==> src/rtl/sevenseg_scan_decoder.sv <==
// sevenseg_scan_decoder
// Watches a time-multiplexed, active-low seven-segment bus with active-low
// anode strobes, waits for each pattern to settle, decodes it back to a BCD
// digit and publishes complete four-digit frames with per-digit error flags.

module sevenseg_scan_decoder #(
  parameter int STABLE_CYCLES = 16
) (
  input  logic        clk,
  input  logic        rst_n,
  input  logic [6:0]  ssego,
  input  logic [3:0]  an0,
  output logic [15:0] frame_digits,
  output logic [3:0]  frame_err,
  output logic        frame_valid,
  output logic        anode_err
);

  localparam int CW = $clog2(STABLE_CYCLES + 1);
  localparam logic [CW-1:0] CNT_MAX = CW'(STABLE_CYCLES);
  localparam logic [CW-1:0] CNT_ACC = CW'(STABLE_CYCLES - 1);

  logic [10:0]   sample_r;
  logic [10:0]   sample_new;
  logic          same;
  logic [CW-1:0] cnt;
  logic          accept;

  logic [3:0]    an_s;
  logic [6:0]    seg_s;
  logic [2:0]    zero_cnt;
  logic [1:0]    digit_idx;
  logic [3:0]    digit_mask;
  logic [3:0]    seg_val;
  logic          seg_err;

  logic [15:0]   cap_digits;
  logic [3:0]    cap_err;
  logic [3:0]    seen;
  logic [15:0]   merged_digits;
  logic [3:0]    merged_err;

  assign sample_new = {an0, ssego};
  assign same       = (sample_new == sample_r);
  assign accept     = same && (cnt == CNT_ACC);
  assign an_s       = sample_r[10:7];
  assign seg_s      = sample_r[6:0];
  assign digit_mask = 4'b0001 << digit_idx;

  // Register the bus and count how long the current pattern has been unchanged.
  always_ff @(posedge clk) begin
    if (!rst_n) begin
      sample_r <= 11'h7FF;
      cnt      <= '0;
    end else begin
      sample_r <= sample_new;
      if (!same)
        cnt <= '0;
      else if (cnt != CNT_MAX)
        cnt <= cnt + 1'b1;
    end
  end

  // Count active anodes and locate the selected digit (meaningful only when exactly one is active).
  always_comb begin
    zero_cnt  = '0;
    digit_idx = '0;
    for (int j = 0; j < 4; j++) begin
      if (!an_s[j]) begin
        zero_cnt  = zero_cnt + 3'd1;
        digit_idx = 2'(j);
      end
    end
  end

  // Map an active-low segment pattern back to a BCD value; blank is F, anything unknown is E with error.
  always_comb begin
    seg_val = 4'hE;
    seg_err = 1'b1;
    case (seg_s)
      7'h40: begin seg_val = 4'h0; seg_err = 1'b0; end
      7'h79: begin seg_val = 4'h1; seg_err = 1'b0; end
      7'h24: begin seg_val = 4'h2; seg_err = 1'b0; end
      7'h30: begin seg_val = 4'h3; seg_err = 1'b0; end
      7'h19: begin seg_val = 4'h4; seg_err = 1'b0; end
      7'h12: begin seg_val = 4'h5; seg_err = 1'b0; end
      7'h02: begin seg_val = 4'h6; seg_err = 1'b0; end
      7'h78: begin seg_val = 4'h7; seg_err = 1'b0; end
      7'h00: begin seg_val = 4'h8; seg_err = 1'b0; end
      7'h10: begin seg_val = 4'h9; seg_err = 1'b0; end
      7'h7F: begin seg_val = 4'hF; seg_err = 1'b0; end
      default: begin seg_val = 4'hE; seg_err = 1'b1; end
    endcase
  end

  // Capture buffer with the currently decoded digit folded in, so completion can publish in one edge.
  always_comb begin
    merged_digits = cap_digits;
    merged_err    = cap_err;
    for (int j = 0; j < 4; j++) begin
      if (digit_idx == 2'(j)) begin
        merged_digits[4*j +: 4] = seg_val;
        merged_err[j]           = seg_err;
      end
    end
  end

  // On each accepted sample, capture the digit, flag anode faults and publish finished frames.
  always_ff @(posedge clk) begin
    if (!rst_n) begin
      cap_digits   <= 16'hFFFF;
      cap_err      <= 4'h0;
      seen         <= 4'h0;
      frame_digits <= 16'hFFFF;
      frame_err    <= 4'h0;
      frame_valid  <= 1'b0;
      anode_err    <= 1'b0;
    end else begin
      frame_valid <= 1'b0;
      anode_err   <= 1'b0;
      if (accept && (an_s != 4'hF)) begin
        if (zero_cnt == 3'd1) begin
          cap_digits <= merged_digits;
          cap_err    <= merged_err;
          if ((seen | digit_mask) == 4'hF) begin
            frame_digits <= merged_digits;
            frame_err    <= merged_err;
            frame_valid  <= 1'b1;
            seen         <= 4'h0;
          end else begin
            seen <= seen | digit_mask;
          end
        end else begin
          anode_err <= 1'b1;
        end
      end
    end
  end

endmodule

==> config.mk <==
export PLATFORM = sky130hd
export DESIGN_NAME = sevenseg_scan_decoder
export DESIGN_NICKNAME = d
export VERILOG_FILES = /design/src/rtl/sevenseg_scan_decoder.sv
export SDC_FILE = /design/constraint.sdc
export NUM_CORES = 1
export LEC_CHECK = 0
export CAP_MARGIN = 20
export CORE_MARGIN = 5
export CORE_UTILIZATION = 55
export CTS_BUF_LIST = sky130_fd_sc_hd__clkbuf_4 sky130_fd_sc_hd__clkbuf_8
export DETAILED_ROUTE_END_ITERATION = 12
export PLACE_DENSITY = 0.77
export RECOVER_POWER = 50
export SLEW_MARGIN = 15
export SYNTH_ARGS = -nofsm -noshare
export SYNTH_HDL_FRONTEND = slang
export SYNTH_SLANG_ARGS = --single-unit
==> constraint.sdc <==
create_clock -name clk -period 3.5 [get_ports clk]
set_input_delay 0.875 -clock clk [delete_from_list [all_inputs] [get_ports clk]]
set_output_delay 0.875 -clock clk [all_outputs]
set_load 0.01 [all_outputs]
==> flow_summary_export.csv <==
group,metric,value,unit
clocking,clockBufferDepth,2,
timing,tightest_slew,1.44,ns
synthesis,syn_area,3060,µm²
synthesis,async_reset_ff_frac,0,
worst_hold_path,min_from,"cap_err[3]",
clocking,cts_sinks,62,
synthesis,yosysWarningCount,0,
critical_path,cp_slowest_cell,"a311oi_1",
clocking,cts_buffers,9,
timing,fin_worst_skew,0.0102,ns
synthesis,synth_commonest_cells,"dfxtp_1, nand3_1, o21ai_0, nand2b_1, nor2_1",
clocking,cts_tree,"yes",
synthesis,yosysTopAreaCell,"dfxtp_1",
placement,postPlaceCellArea,3440,µm²
floorplanning,die_y,84.6,µm
drt,drtIter0Drc,230,
placement,placed_cells,427,
cells_and_area,fin_cells,443,
cells_and_area,syn_to_final_growth,18.4,%
global_route,grt_pass1_wl,12.5,mm
cells_and_area,drive_gt1_frac,0.105,
synthesis,synth_top_area_frac,0.406,
critical_path,cp_cell_sequence,"inv_1, ha_1, xnor2_1, ha_1, xnor2_1, a311oi_1, or2_2, o31ai_4, buf_4, a2bb2oi_1",
clocking,post_cts_buffers,0,
drt,drt_first_pass_iters,7,
floorplanning,row_count,27,
synthesis,yosysMostFrequentCell,"dfxtp_1",
worst_hold_path,holdPathEnd,"cap_err[3]",
worst_hold_path,hold_class,"flip-flop to flip-flop",
drt,wl_per_cell,17.1,µm
placement,numPortBuffers,34,
clocking,ctsResizeCount,0,
power,finalPower,1.50,mW
timing,rsz0062_at_grt,"no",
timing,max_slew_margin,0.0425,
cells_and_area,final_util,0.662,
synthesis,syn_nets,351,
synthesis,synth.avg_cell_area,9.22,µm²
floorplanning,num_io_pins,35,
job,drv_cap,0,
critical_path,critical_path.max_fanout,20,
floorplanning,start_util,0.559,
synthesis,synth_enable_flop_cells,0,
timing,finalCriticalPeriod,3.05,ns
placement,dpl.hpwl,5.17,mm
placement,place.gp.congestion,0.865,
global_route,antenna_found_initial,0,
power,ir_drop,0.307,mV
run_status,outcome,"finished clean",
critical_path,timing.rr.start,"sample_r[8]",
synthesis,yosys_register_bits,62,
critical_path,critPathRequiredTime,3.73,ns
timing,finalCritPeriodShare,0.871,
floorplanning,die_width,84.6,µm
critical_path,r2r_slack,0.45,ns
synthesis,synth.area.top_cells,"dfxtp_1, nand3_1, o21ai_0",
critical_path,reg2reg_to,"frame_digits[10]",
global_route,grt_usage,0.218,
timing,slew_violations,0,
drt,viasPerCell,6.20,
worst_hold_path,min_path_cells,2,
critical_path,path_class,"flip-flop to flip-flop",
timing,max_freq,328,MHz
drt,drc_errors,0,
cells_and_area,fillers,492,
drt,num_vias,2747,
critical_path,cp-end-kind,"flip-flop",
power,p_leak,1.28,nW
synthesis,synth_cells,332,
synthesis,ys_seq_area_frac,0.406,
cells_and_area,stdcell_area,3620,µm²
timing,setup_violations,0,
critical_path,worstPathArrival,3.28,ns
timing,setup-tns-final,0,ns
drt,drt_wl_total,7.58,mm
floorplanning,coreArea,5470,µm²
global_route,grt_pass1_vias,2575,
clocking,hold_buffers,0,
clocking,clk_latency,0.36,ns
clocking,h-tree-depth,3,
clocking,clk_pin_slew_worst_paths,0.08,ns
drt,ant_nets,0,
synthesis,synth_ff_type,"dfxtp_1",
floorplanning,die_area,7160,µm²
cells_and_area,nets,385,
timing,finalHoldViolCount,0,
synthesis,synth_cell_types,51,
critical_path,reg2reg_depth,10,
clocking,cts.root.buffer_cell,"clkbuf_8",
critical_path,critPathLaunchType,"flip-flop",
cells_and_area,n_antenna_cell,0,
global_route,overflow,0,
critical_path,slowest_delay,0.71,ns
power,powerDensity,414,nW/µm²
global_route,grt_max_degree,32,
metrics by stage:
stage               hold slack, ns  setup slack (ns)
floorplan                    0.437             0.737
global placement             0.450             0.531
detailed placement           0.459             0.471
CTS                          0.474             0.500
global route                 0.503             0.191
finish                       0.475             0.452
cells by family (layout without fill, tap and decap cells):
group | count (synthesis) | in the layout | share of synthesized area
AO/OA/AOI/OAI | 86 | 86 | 0.209
XOR/XNOR | 17 | 17 | 0.0486
adder cells (fa/ha/maj) | 6 | 6 | 0.0245
buffers and inverters | 32 | 71 | 0.0564
flip-flops | 62 | 62 | 0.406
multiplexers | 9 | 9 | 0.0294
AND/OR/NAND/NOR | 120 | 120 | 0.226
worst max-delay path by stage:
stage                           start  cells after the start  slack, ns          endpoint
after floorplan           sample_r[8]                     10       0.74  frame_digits[13]
after global placement       ssego[2]                      7       0.53   frame_digits[9]
after detailed placement     ssego[1]                      7       0.47  frame_digits[10]
after CTS                 sample_r[8]                     10       0.50  frame_digits[10]
after global routing      sample_r[8]                     10       0.19  frame_digits[14]
final                     sample_r[8]                     10       0.45  frame_digits[10]
routing by layer:
layer / wire [µm] / track usage / vias up
li1: - / - / 1299
met1: 3320 / 0.274 / 1328
met2: 3620 / 0.357 / 90
met3: 429 / 0.0471 / 30
met4: 211 / 0.101 / 0
met5: 0 / 0 / -
area by class of cell:
cell class | count | area, µm² | share of cell area
multi-input cells | 238 | 1640 | 0.453
clock buffers | 9 | 124 | 0.0342
inverters | 10 | 37.5 | 0.0104
well taps | 72 | 90.1 | 0.0249
flip-flops and latches | 62 | 1240 | 0.342
clock inverters | 7 | 72.6 | 0.0200
repair buffers | 45 | 419 | 0.116
layout by cell type (no fill, tap or decap), types with 2 or more instances in the layout:
master            n
xor2_1           12
or3_1             2
o31ai_1           4
a21oi_1          11
o21ai_0          26
mux2i_1           9
clkdlybuf4s50_1  11
buf_4            10
clkinv_2          2
and2_1            6
clkinvlp_4        2
clkbuf_8          9
a31oi_1           5
nand3_1          26
nor2_1           16
a2bb2oi_2         2
nor2b_1           2
a21boi_2          2
a2bb2oi_1        14
a22o_1            7
nor3_1            7
nand2b_1         16
inv_6             2
inv_1             9
or4_1             4
o311ai_1          2
ha_1              6
o311ai_0          3
nand4_1          11
or2_2             2
dlygate4sd3_1    23
xnor2_1           5
nor4_1            5
and3_1            7
nand2_1           9
dfxtp_1          62
flip-flops by register name, indices dropped and copies added (netlist names):
register and cells:
cap_err 4, frame_digits 16, seen 4, frame_err 4
cnt 5, anode_err 1, cap_digits 16, frame_valid 1
sample_r 11
where the power goes:
| group | internal (mW) | total (mW) | switching (mW) |
|---|---|---|---|
| registers | 0.712 | 0.727 | 0.0155 |
| logic | 0.0578 | 0.132 | 0.0745 |
| clock network | 0.331 | 0.643 | 0.312 |
critical path: cells and delay by family, from the launching register on:
family	cells	cell delay [ns]
XOR/XNOR	2	0.31
AND/OR/NAND/NOR	1	0.32
adder cells (fa/ha/maj)	2	0.59
buffers and inverters	2	0.35
AO/OA/AOI/OAI	3	0.95
flip-flops	1	0.41
No activity file was read; power rests on OpenSTA's default activity.
